## src/rtl/sc_shift_controller_pkg.sv

```systemverilog
// Shared types and constants for the player-car lane shift controller.
package sc_shift_controller_pkg;

  typedef enum logic [1:0] {
    IDLE  = 2'd0,
    ARM   = 2'd1,
    SHIFT = 2'd2
  } scState_t;

  localparam logic DIR_LEFT  = 1'b1;
  localparam logic DIR_RIGHT = 1'b0;

endpackage

```

## src/rtl/sc_tick_prescaler.sv

```systemverilog
// Clearable step-rate counter; tick is high while the count sits at PRESCALE-1.
module sc_tick_prescaler #(
  parameter int PRESCALE = 12500000
) (
  input  logic sc_tick_prescaler_CLOCK_50,
  input  logic sc_tick_prescaler_RESET_InLow,
  input  logic clear,
  input  logic enable,
  output logic tick
);

  localparam int CW = (PRESCALE > 2) ? $clog2(PRESCALE) : 1;

  logic [CW-1:0] countReg;

  assign tick = enable && (countReg == CW'(PRESCALE - 1));

  always_ff @(posedge sc_tick_prescaler_CLOCK_50 or negedge sc_tick_prescaler_RESET_InLow) begin
    if (!sc_tick_prescaler_RESET_InLow) begin
      countReg <= '0;
    end else if (clear) begin
      countReg <= '0;
    end else if (enable && !tick) begin
      countReg <= countReg + CW'(1);
    end
  end

endmodule

```

## src/rtl/sc_shift_controller.sv

```systemverilog
// Lane register owner: rate-limited single-step shifts with edge saturation and load override.
// Build option SC_SHIFT_CONTROLLER_WRAP_EN: edges rotate instead of saturating.
module sc_shift_controller
  import sc_shift_controller_pkg::*;
#(
  parameter int                   DATAWIDTH  = 4,
  parameter int                   PRESCALE   = 12500000,
  parameter logic [DATAWIDTH-1:0] INIT_VALUE = DATAWIDTH'(1)
) (
  input  logic                 sc_shift_controller_CLOCK_50,
  input  logic                 sc_shift_controller_RESET_InLow,
  input  logic                 sc_shift_controller_left_In,
  input  logic                 sc_shift_controller_right_In,
  input  logic                 sc_shift_controller_load_In,
  input  logic [DATAWIDTH-1:0] sc_shift_controller_data_InBUS,
  output logic [DATAWIDTH-1:0] sc_shift_controller_data_OutBUS,
  output logic                 sc_shift_controller_dir_Out,
  output logic                 sc_shift_controller_step_Out,
  output logic                 sc_shift_controller_edge_Out
);

  localparam logic [1:0] S_IDLE  = IDLE;
  localparam logic [1:0] S_ARM   = ARM;
  localparam logic [1:0] S_SHIFT = SHIFT;

`ifdef SC_SHIFT_CONTROLLER_WRAP_EN
  localparam logic WRAP_EN = 1'b1;
`else
  localparam logic WRAP_EN = 1'b0;
`endif

  logic [1:0]           stateReg, stateNext;
  logic                 armDirReg, armDirNext;
  logic [DATAWIDTH-1:0] dataReg, dataNext;
  logic                 dirReg, dirNext;
  logic                 stepReg, stepNext;
  logic                 edgeReg, edgeNext;

  logic                 reqValid, reqDir, dirChanged, tick, blocked;
  logic [DATAWIDTH-1:0] shiftLeft, shiftRight;

  assign reqValid   = sc_shift_controller_left_In ^ sc_shift_controller_right_In;
  assign reqDir     = sc_shift_controller_left_In ? DIR_LEFT : DIR_RIGHT;
  assign dirChanged = reqDir != armDirReg;

  sc_tick_prescaler #(
    .PRESCALE(PRESCALE)
  ) uPrescaler (
    .sc_tick_prescaler_CLOCK_50  (sc_shift_controller_CLOCK_50),
    .sc_tick_prescaler_RESET_InLow(sc_shift_controller_RESET_InLow),
    .clear                       ((stateReg != S_ARM) || sc_shift_controller_load_In),
    .enable                      (stateReg == S_ARM),
    .tick                        (tick)
  );

  // Per-bit neighbour selection; only the end bits differ between saturate and rotate.
  genvar gi;
  generate
    for (gi = 0; gi < DATAWIDTH; gi++) begin : gLane
      if (gi == 0) begin : gLsb
        assign shiftLeft[gi] = WRAP_EN ? dataReg[DATAWIDTH-1] : 1'b0;
      end else begin : gLowFill
        assign shiftLeft[gi] = dataReg[gi-1];
      end
      if (gi == DATAWIDTH - 1) begin : gMsb
        assign shiftRight[gi] = WRAP_EN ? dataReg[0] : 1'b0;
      end else begin : gHighFill
        assign shiftRight[gi] = dataReg[gi+1];
      end
    end
  endgenerate

  // A zero register has neither end bit set, so it is never blocked.
  assign blocked = !WRAP_EN && ((armDirReg == DIR_LEFT) ? dataReg[DATAWIDTH-1] : dataReg[0]);

  always_comb begin
    stateNext  = stateReg;
    armDirNext = armDirReg;
    dataNext   = dataReg;
    dirNext    = dirReg;
    stepNext   = 1'b0;
    edgeNext   = edgeReg;

    if (!reqValid || dirChanged) begin
      edgeNext = 1'b0;
    end

    case (stateReg)
      S_IDLE: begin
        if (reqValid) begin
          stateNext  = S_ARM;
          armDirNext = reqDir;
        end
      end
      S_ARM: begin
        if (!reqValid || dirChanged) begin
          stateNext = S_IDLE;
        end else if (tick) begin
          // The step is committed on entry to SHIFT so its pulse is visible during SHIFT.
          stateNext = S_SHIFT;
          if (blocked) begin
            edgeNext = 1'b1;
          end else begin
            dataNext = (armDirReg == DIR_LEFT) ? shiftLeft : shiftRight;
            dirNext  = armDirReg;
            stepNext = 1'b1;
            edgeNext = 1'b0;
          end
        end
      end
      S_SHIFT: begin
        if (reqValid) begin
          stateNext  = S_ARM;
          armDirNext = reqDir;
        end else begin
          stateNext = S_IDLE;
        end
      end
      default: begin
        stateNext = S_IDLE;
      end
    endcase

    if (sc_shift_controller_load_In) begin
      dataNext  = sc_shift_controller_data_InBUS;
      stateNext = S_IDLE;
      stepNext  = 1'b0;
      edgeNext  = 1'b0;
    end
  end

  always_ff @(posedge sc_shift_controller_CLOCK_50 or negedge sc_shift_controller_RESET_InLow) begin
    if (!sc_shift_controller_RESET_InLow) begin
      stateReg  <= S_IDLE;
      armDirReg <= DIR_RIGHT;
      dataReg   <= INIT_VALUE;
      dirReg    <= DIR_RIGHT;
      stepReg   <= 1'b0;
      edgeReg   <= 1'b0;
    end else begin
      stateReg  <= stateNext;
      armDirReg <= armDirNext;
      dataReg   <= dataNext;
      dirReg    <= dirNext;
      stepReg   <= stepNext;
      edgeReg   <= edgeNext;
    end
  end

  assign sc_shift_controller_data_OutBUS = dataReg;
  assign sc_shift_controller_dir_Out     = dirReg;
  assign sc_shift_controller_step_Out    = stepReg;
  assign sc_shift_controller_edge_Out    = edgeReg;

endmodule

```

## config.mk

```make
export PLATFORM = sky130hd
export DESIGN_NAME = sc_shift_controller
export DESIGN_NICKNAME = d
export VERILOG_FILES = /design/src/rtl/sc_shift_controller_pkg.sv /design/src/rtl/sc_tick_prescaler.sv /design/src/rtl/sc_shift_controller.sv
export SDC_FILE = /design/constraint.sdc
export NUM_CORES = 1
export LEC_CHECK = 0
export CORE_MARGIN = 1.5
export CORE_UTILIZATION = 55
export CTS_BUF_LIST = sky130_fd_sc_hd__clkbuf_8
export CTS_CLUSTER_SIZE = 30
export DETAILED_ROUTE_END_ITERATION = 7
export GPL_TIMING_DRIVEN = 0
export PLACE_DENSITY = 0.76
export SLEW_MARGIN = 10
export SYNTH_ARGS = -nofsm -noshare
export SYNTH_HDL_FRONTEND = slang
export SYNTH_SLANG_ARGS = --single-unit
```

## constraint.sdc

```tcl
create_clock -name sc_shift_controller_CLOCK_50 -period 2.1 [get_ports sc_shift_controller_CLOCK_50]
set_input_delay 0.42 -clock sc_shift_controller_CLOCK_50 [delete_from_list [all_inputs] [get_ports sc_shift_controller_CLOCK_50]]
set_output_delay 0.42 -clock sc_shift_controller_CLOCK_50 [all_outputs]
set_load 0.005 [all_outputs]
```

# == Yosys cells after proc, flatten, opt, wreduce, memory -nomap -nowiden ==
# Index checks and enable logic that the tools add are counted.
# classes
n_reduce_logical,15
eq_ne,9
n_bitwise,3
add_sub_neg,1
muxes,27
# op_table
cell,n
24-bit 2-to-1 mux,2
24-bit by 1-bit adder with 24-bit output (second input constant),1
24-bit equality test (second input constant),1
4-bit 2-to-1 mux,6
1-bit 2-to-1 mux,14
2-bit 2-to-1 mux,4
4-bit AND reduction,2
2-bit one-hot mux with 3 select lines,1
2-bit nonzero test,3
2-bit != test (second input constant),2
4-bit != test (second input constant),1
2-bit AND reduction,2
3-bit != test (second input constant),1
2-bit by 1-bit equality test with 1-bit output (second input constant),1
2-bit equality test (second input constant),1
1-bit logical AND,2
1-bit zero test,2
2-bit zero test,1
1-bit logical OR,2
2-bit by 1-bit != test with 1-bit output (second input constant),1
1-bit NOT,2
2-bit OR reduction,1
1-bit != test,1
1-bit XOR,1
# word_totals
out_inout_bits,7
inputBits,9
register_bits,34
elab_cells,62

# == Depth between registers and ports, before layout ==
# Gate-level depths: netlist (run 1).
# logic_depth
depth_word,8
depth_mapped,6
depth_no_buf,5

# == Modules after synthesis ==
# A second synthesis (run 1) with hierarchy kept.
# hier_totals
hier_cells,216
hier_area_um2,2045.7
# by_module_without_submodules
mod,seq_area_each_um2,cells_per_inst,instances,area_per_inst_um2
sc_tick_prescaler,600.6,161,1,1500.2
sc_shift_controller,251.5,55,1,545.5

# == Least setup slack after synthesis (run 1) ==
# No wires, ideal clock.
# synth_timing
path_kind,reg2reg
startpoint,reg armDirReg
endpoint,reg dirReg (netlist: sc_shift_controller_dir_Out)
path_stages_with_launch,7
setup_slack_ps,294
arrival_time_ps,1729
n_path_buf,2
period_less_slack_ps,1806
required_time_ps,2023
setup_time_ps,77
path_cell_list,dfrtp_1 > buf_6 > mux2_4 > or3_1 > buf_2 > or4_1 > a21oi_1
# synth_between
elab_chain_len,4
elab_cells_between_ends,6
cone_classes,1 x eq/ne; 1 x mux; 2 x bitwise; 2 x reduce/logical
# synth_rtl
item,line,text
start: declaration,sc_shift_controller.sv:33,"logic armDirReg, armDirNext;"
start signal: assignment,sc_shift_controller.sv:142,armDirReg <= armDirNext;
1-bit != test,sc_shift_controller.sv:44,assign dirChanged = reqDir != armDirReg;
1-bit logical OR,sc_shift_controller.sv:96,if (!reqValid || dirChanged) begin
1-bit NOT (no source line),--,
4-bit AND reduction (no source line),--,
end signal: assignment,sc_shift_controller.sv:144,dirReg <= dirNext;
end: declaration,sc_shift_controller.sv:35,"logic dirReg, dirNext;"
# Parallel ways exist; a longest one is shown, timed or not.
# A chain may end at the register's enable or synchronous reset.

# == Worst setup path after layout (run 1) ==
# layout_timing
startpoint,in sc_shift_controller_right_In
endpoint,reg dataReg[2] (netlist: sc_shift_controller_data_OutBUS[2])
# layout_between
elab_chain_len,5
# layout_rtl
item,line,text
start: declaration,sc_shift_controller.sv:13,"input logic sc_shift_controller_right_In,"
1-bit XOR,sc_shift_controller.sv:42,assign reqValid = sc_shift_controller_left_In ^ sc_shift_controller_right_In;
1-bit zero test,sc_shift_controller.sv:96,
1-bit logical OR,sc_shift_controller.sv:96,
2-bit != test (no source line),--,
4-bit AND reduction (no source line),--,
end signal: assignment,sc_shift_controller.sv:143,dataReg <= dataNext;
end: declaration,sc_shift_controller.sv:34,"logic [DATAWIDTH-1:0] dataReg, dataNext;"
# No other way between the ends.

==> metrics.md, run 1 <==
| Metric | Value |
|---|---|
| Placed Area | `2160 sq um` |
| Final Hold Fails | `0` |
| Met2 routed WL | `2.25 mm` |
| PD cells | `594 nW/um^2` |
| Routed Antenna Nets | `0` |
| Worst-Margin Slew | `0.862 ns` |
| Net Count, Synth | `226` |
| Gate Count Post-Synth | `216` |
| Post CTS Setup Buffer Count | `0` |
| Total CTS buffers | `5` |
| Dpl ws | `-0.473 ns` |
| Drt total wl | `4.60 mm` |
| Max layer used | `met4` |
| CTS sink count | `34` |
| Post-synthesis sequential area ratio | `43.5%` |
| Final net count | `247` |
| CTS root buffer | `clkbuf_8` |
| First-pass GRT wire length | `7.91 mm` |
| Detail Route met3 WL | `229 um` |
| Max incr delay on CP | `0.54 ns` |
| DRC Markers | `0` |
| Static Leak | `0.874 nW` |
| CP delay by family, top | `simple AND/OR/NAND/NOR gates` |
| TritonRoute pass-1 iters | `4` |
| Max-Cap Viols | `0` |
| Setup_tns | `0 ns` |
| Required @ worst endpoint | `2.30 ns` |
| Fmax | `498 MHz` |
| Inst Count DP | `277` |
| GR Overflow Total | `0` |
| R2R depth | `5` |
| Cell breakdown of the critical path | `clkdlybuf4s50_1 -> or3b_1 -> o21a_2 -> or3_1 -> o211ai_1` |
| Routed vias/inst | `6.17` |
| Vias in the first global route | `1693` |
| Hold/Removal Path Class | `in2async` |
| I/O Pins | `16` |
| Number of cell rows | `21` |
| Routed vias | `1753` |
| Final GP Congestion | `0.882` |
| Number of synthesized flops with an enable pin | `0` |
| CTS tree | `done` |
| Max clock buf depth | `2` |
| Largest net degree at the start of global routing | `35` |
| Period utilization | `95.6%` |
| Nature of the critical path endpoint | `flop` |
| Syn Area/Cell | `9.06 sq um` |
| Layout cells sized above 1 | `11.8%` |
| Number of fill cells | `308` |
| Worst Path Max Fanout | `7` |
| DP HPWL | `3.18 mm` |
| Final Skew | `0.00476 ns` |
| Die Area | `3930 sq um` |
| Worst-skew pair later-pin latency | `0.29 ns` |
| Asr flop ratio synth | `100%` |
| Commonest cells in the netlist | `dfrtp_1, nand2_1, a21oi_1` |
| Top cell type by total area after synthesis | `dfrtp_1` |
| Area grow syn2layout | `15.0%` |
| Startpoint Class | `input pin` |
| Worst hold slack | `0.205 ns` |
| Drt initial violations | `124` |
| Core Area | `3360 sq um` |
| Cell depth of the worst setup path | `5` |
| Syn. warnings | `0` |
| Final Cell Area | `2250 sq um` |
| Starting density of the core | `58.2%` |
| Worst Slack Setup Final | `0.0917 ns` |
| Clk pin slew, worst setup/hold paths | `0.07 ns` |
| VDD IR-drop max | `0.326 mV` |
| Crit path DAT | `2.21 ns` |
| Die Ht | `62.7 um` |
| Period minus WS final | `2.01 ns` |
| Post-Synthesis Cell Area | `1960 sq um` |
| Max Slew Vio Count | `0` |
| Number of distinct standard cells referenced by the synthesized netlist | `42` |
| Antenna violations before repair | `0` |
| Setup violations, final | `0` |
| Buffers on Ports | `15` |
| Slowest-stage cell, CP | `clkdlybuf4s50_1` |
| Slew Limit Headroom | `42.1%` |
| Overall power | `1.34 mW` |
| WL per Instance | `16.2 um` |
| CTS H-Tree Depth | `2` |
| GRT Resource Usage Total | `25.3%` |
| Core Util, Final | `66.9%` |
| Top-area cell type share of the netlist area | `42.2%` |
| Cell with the most instances after synthesis | `dfrtp_1` |
| Critical path class | `in2reg` |
| Worst path bufs/invs | `1` |
| Top FF cell, synth | `dfrtp_1` |
| Yosys reg bits | `34` |
| Status | `complete, no violations` |
| Synth top area cells | `dfrtp_1, nand2_1, a21oi_1` |
| Width of the die | `62.7 um` |
| Non-filler instance count after layout | `284` |
| Antenna diodes | `0` |
| WL met1 | `2.01 mm` |
[cell type report]
cell class              count  area [sq um]  share of cell area, %
repair buffers             15           145                   6.45
clock buffers               6          82.6                   3.67
clock inverters             2          8.76                  0.389
inverters                   5          18.8                  0.834
plain buffers              11          56.3                   2.50
well taps                  46          57.6                   2.56
flip-flops and latches     34           852                   37.9
multi-input cells         165          1030                   45.7
[worst register-to-register path, stage by stage, from the launching register on]
cell and delay [ns]:
dfrtp_1 0.36, buf_2 0.18, nor4_1 0.25, nand4_1 0.33, or3_1 0.58, o211ai_1 0.22
[path summary, 6_finish.rpt]
kind	startpoint	to	slack, ns
min in group sc_shift_controller_CLOCK_50	uPrescaler.countReg[21]	uPrescaler.countReg[21]	0.55
max in group asynchronous	sc_shift_controller_RESET_InLow	uPrescaler.countReg[23]	1.40
worst min-delay path	sc_shift_controller_RESET_InLow	uPrescaler.countReg[17]	0.20
worst max-delay path	sc_shift_controller_right_In	sc_shift_controller_data_OutBUS[2]	0.09
worst min register to register	uPrescaler.countReg[21]	uPrescaler.countReg[21]	0.55
worst max register to register	uPrescaler.countReg[7]	sc_shift_controller_data_OutBUS[2]	0.10
[sequential cells by signal (all words and copies together) (netlist names)]
signal                           cells
stateReg                             2
sc_shift_controller_data_OutBUS      4
uPrescaler.countReg                 24
sc_shift_controller_edge_Out         1
sc_shift_controller_dir_Out          1
sc_shift_controller_step_Out         1
armDirReg                            1
[cells in the final DEF, fill, tap and decap left out, drive strengths merged, types with 4 or more instances in the layout]
master,n
a21oi,14
and3,4
and4,6
buf,6
clkbuf,12
clkdlybuf4s50,14
dfrtp,33
inv,6
mux2i,6
nand2,28
nand3,7
nand4,8
nor2,9
nor2b,4
nor3,9
o211ai,4
o21ai,13
o41ai,5
or2,6
or3,8
xor2,6
[what timing repair did]
item / in CTS / in global routing
hold buffers: 0 / 0
resized for setup: 2 / 2
endpoints found under the setup margin: 11 / 10
[power breakdown]
part	switching (mW)	internal (mW)	leakage [nW]
Combinational	0.0814	0.0758	0.360
Sequential	0.0125	0.670	0.462
Clock	0.237	0.260	0.0524
[cells by family (layout without fill, tap and decap cells)]
logic type                 count (synthesis)  count (layout)  synth area share [%]
and+or+nand+nor                          104             104                  29.5
AOI/OAI and AO/OA                         44              44                  14.3
DFF                                       34              34                  43.5
buffers and inverters                     17              39                  3.90
muxes                                      9               9                  4.99
xor gates and xnor gates                   7               7                  3.13
adders and majority gates                  1               1                 0.639
[per-layer routing]
layer	up-vias	GRT usage, %
li1	839	-
met2	55	41.3
met4	0	10.3
met1	843	32.6
met5	-	0
met3	16	5.95
Note: power is estimated with default switching activity, not from simulation.
==> run 2, diff against run 1 <==
--- a/config.mk
+++ b/config.mk
@@ -5,13 +5,12 @@
 export SDC_FILE = /design/constraint.sdc
 export NUM_CORES = 1
 export LEC_CHECK = 0
-export CORE_MARGIN = 1.5
-export CORE_UTILIZATION = 55
+export CORE_UTILIZATION = 60
 export CTS_BUF_LIST = sky130_fd_sc_hd__clkbuf_8
 export CTS_CLUSTER_SIZE = 30
 export DETAILED_ROUTE_END_ITERATION = 7
 export GPL_TIMING_DRIVEN = 0
-export PLACE_DENSITY = 0.76
+export PLACE_DENSITY = 0.82
 export SLEW_MARGIN = 10
 export SYNTH_ARGS = -nofsm -noshare
 export SYNTH_HDL_FRONTEND = slang
==> run 2 against run 1 <==
- worst setup slack better by 0.028 ns
- flip-flop and latch count stayed put
- clock power is 2% lower
- utilization is 7.0 points higher
- register-to-register slack better by 0.02 ns
- cell area is 1.1% higher
- via count is 1.7% higher
- fmax is 1.4% higher
- critical path type is now reg2reg
- critical endpoint is now sc_shift_controller_data_OutBUS[1]
==> metrics.md, run 2 (same netlist as run 1, synthesis figures left out) <==
| Metric | Value |
|---|---|
| Status | `complete, no violations` |
| Top reg by flops | `uPrescaler.countReg` |
| Startpoint Class | `flop` |
| Period minus WS final | `1.98 ns` |
| Area grow syn2layout | `16.3%` |
| Vias in the first global route | `1646` |
| Antenna diodes | `0` |
| R2r startpoint | `uPrescaler.countReg[7]` |
| Final GP Congestion | `0.871` |
| WL met1 | `2.07 mm` |
| First-pass GRT wire length | `7.66 mm` |
| GRT Resource Usage Total | `29.5%` |
| Placed Area | `2160 sq um` |
| Final net count | `249` |
| WL per Instance | `16.3 um` |
| Detail Route met3 WL | `262 um` |
| Nature of the critical path endpoint | `flop` |
| Width of the die | `59.1 um` |
| Dpl ws | `-0.453 ns` |
| Worst Path Max Fanout | `9` |
| Die Ht | `59.1 um` |
| Drt initial violations | `122` |
| Layout cells sized above 1 | `12.9%` |
| Starting density of the core | `63.6%` |
| Period utilization | `94.3%` |
| Die Area | `3490 sq um` |
| Final Hold Fails | `0` |
| Core Area | `3080 sq um` |
| Final Cell Area | `2280 sq um` |
| Slew Limit Headroom | `37.5%` |
| DRC Markers | `0` |
| Buffers on Ports | `15` |
| CTS root buffer | `clkbuf_8` |
| Final Skew | `0.00348 ns` |
| Total CTS buffers | `5` |
| CP Launch Point | `uPrescaler.countReg[7]` |
| Worst Slack Setup Final | `0.120 ns` |
| Worst setup path endpoint | `sc_shift_controller_data_OutBUS[1]` |
| PD cells | `585 nW/um^2` |
| Crit path DAT | `2.18 ns` |
| Hold/Removal Path Class | `in2async` |
| Most frequent cells in the layout | `dfrtp_1, nand2_1, a21oi_1` |
| Largest net degree at the start of global routing | `35` |
| Setup violations, final | `0` |
| Max layer used | `met4` |
| Antenna violations before repair | `0` |
| Number of cell rows | `20` |
| Worst-Margin Slew | `0.930 ns` |
| CTS H-Tree Depth | `2` |
| Max Slew Vio Count | `0` |
| R2R depth | `6` |
| GR Overflow Total | `0` |
| Inst Count DP | `275` |
| Max clock buf depth | `2` |
| I/O Pins | `16` |
| Worst-skew pair later-pin latency | `0.28 ns` |
| Max-Cap Viols | `0` |
| Overall power | `1.33 mW` |
| VDD IR-drop max | `0.441 mV` |
| Max FFs per register | `24` |
| TritonRoute pass-1 iters | `4` |
| Flop2flop setup slack | `0.12 ns` |
| Routed Antenna Nets | `0` |
| Non-filler instance count after layout | `284` |
| Static Leak | `0.902 nW` |
| Met2 routed WL | `2.26 mm` |
| Clk pin slew, worst setup/hold paths | `0.07 ns` |
| Number of fill cells | `244` |
| Routed vias | `1782` |
| DP HPWL | `3.19 mm` |
| CTS tree | `done` |
| Fmax | `505 MHz` |
| Reg-to-reg endpoint | `sc_shift_controller_data_OutBUS[1]` |
| Critical path class | `reg2reg` |
| Worst hold slack | `0.209 ns` |
| Required @ worst endpoint | `2.30 ns` |
| Commonest non-fill, non-tap cell in the layout | `dfrtp_1` |
| CTS sink count | `34` |
| Drt total wl | `4.64 mm` |
| Routed vias/inst | `6.27` |
-- run 2: how the worst min path moves through the flow --
stage / startpoint / to / slack [ns] / depth (start not counted)
floorplan: sc_shift_controller_RESET_InLow / armDirReg / 0.12 / 0
global placement: uPrescaler.countReg[21] / uPrescaler.countReg[21] / 0.52 / 2
detailed placement: sc_shift_controller_RESET_InLow / uPrescaler.countReg[2] / 0.53 / 1
CTS: sc_shift_controller_RESET_InLow / stateReg[0] / 0.22 / 1
global route: sc_shift_controller_RESET_InLow / sc_shift_controller_dir_Out / 0.26 / 1
finish: sc_shift_controller_RESET_InLow / uPrescaler.countReg[2] / 0.21 / 1
-- run 2: cell type report --
| class | instances | area [sq um] | share of cell area, % |
|---|---|---|---|
| multi-input cells | 165 | 1030 | 45.5 |
| flip-flops and latches | 34 | 852 | 37.4 |
| repair buffers | 17 | 165 | 7.26 |
| clock buffers | 6 | 82.6 | 3.63 |
| plain buffers | 11 | 58.8 | 2.58 |
| well taps | 44 | 55.1 | 2.42 |
| inverters | 5 | 18.8 | 0.825 |
| clock inverters | 2 | 8.76 | 0.385 |
-- run 2: per-stage QoR --
stage               utilization, %  setup TNS [ns]
floorplan                        -               0
global placement              70.2           -7.25
detailed placement            70.1           -6.68
CTS                           73.1               0
global route                  73.9          -0.124
finish                        73.9               0
-- run 2: where the power goes --
part | leakage (nW) | internal, mW | total, mW | switching, mW
sequential | 0.462 | 0.670 | 0.684 | 0.0135
clock | 0.0524 | 0.259 | 0.487 | 0.228
combinational | 0.388 | 0.0755 | 0.161 | 0.0858
total | 0.902 | 1.01 | 1.33 | 0.327
-- run 2: timing repair --
item,4_1_cts,5_1_grt
endpoints found under the hold margin,0,0
hold buffers,0,0
endpoints found under the setup margin,12,16
gates resized for setup,2,6
buffers inserted,0,2
pin swaps,0,1
-- run 2: metal layers --
layer	up-vias	GRT usage (%)
li1	837	-
met2	55	45.9
met3	5	6.55
met1	885	40.2
met4	0	11.2
met5	-	0
-- run 2: worst max-delay path, stage by stage (launching register included) --
cell and delay, ns:
dfrtp_1 0.36, buf_2 0.18, nor4_1 0.25, nand4_1 0.28, or3_1 0.45, clkbuf_1 0.18, o211ai_1 0.21
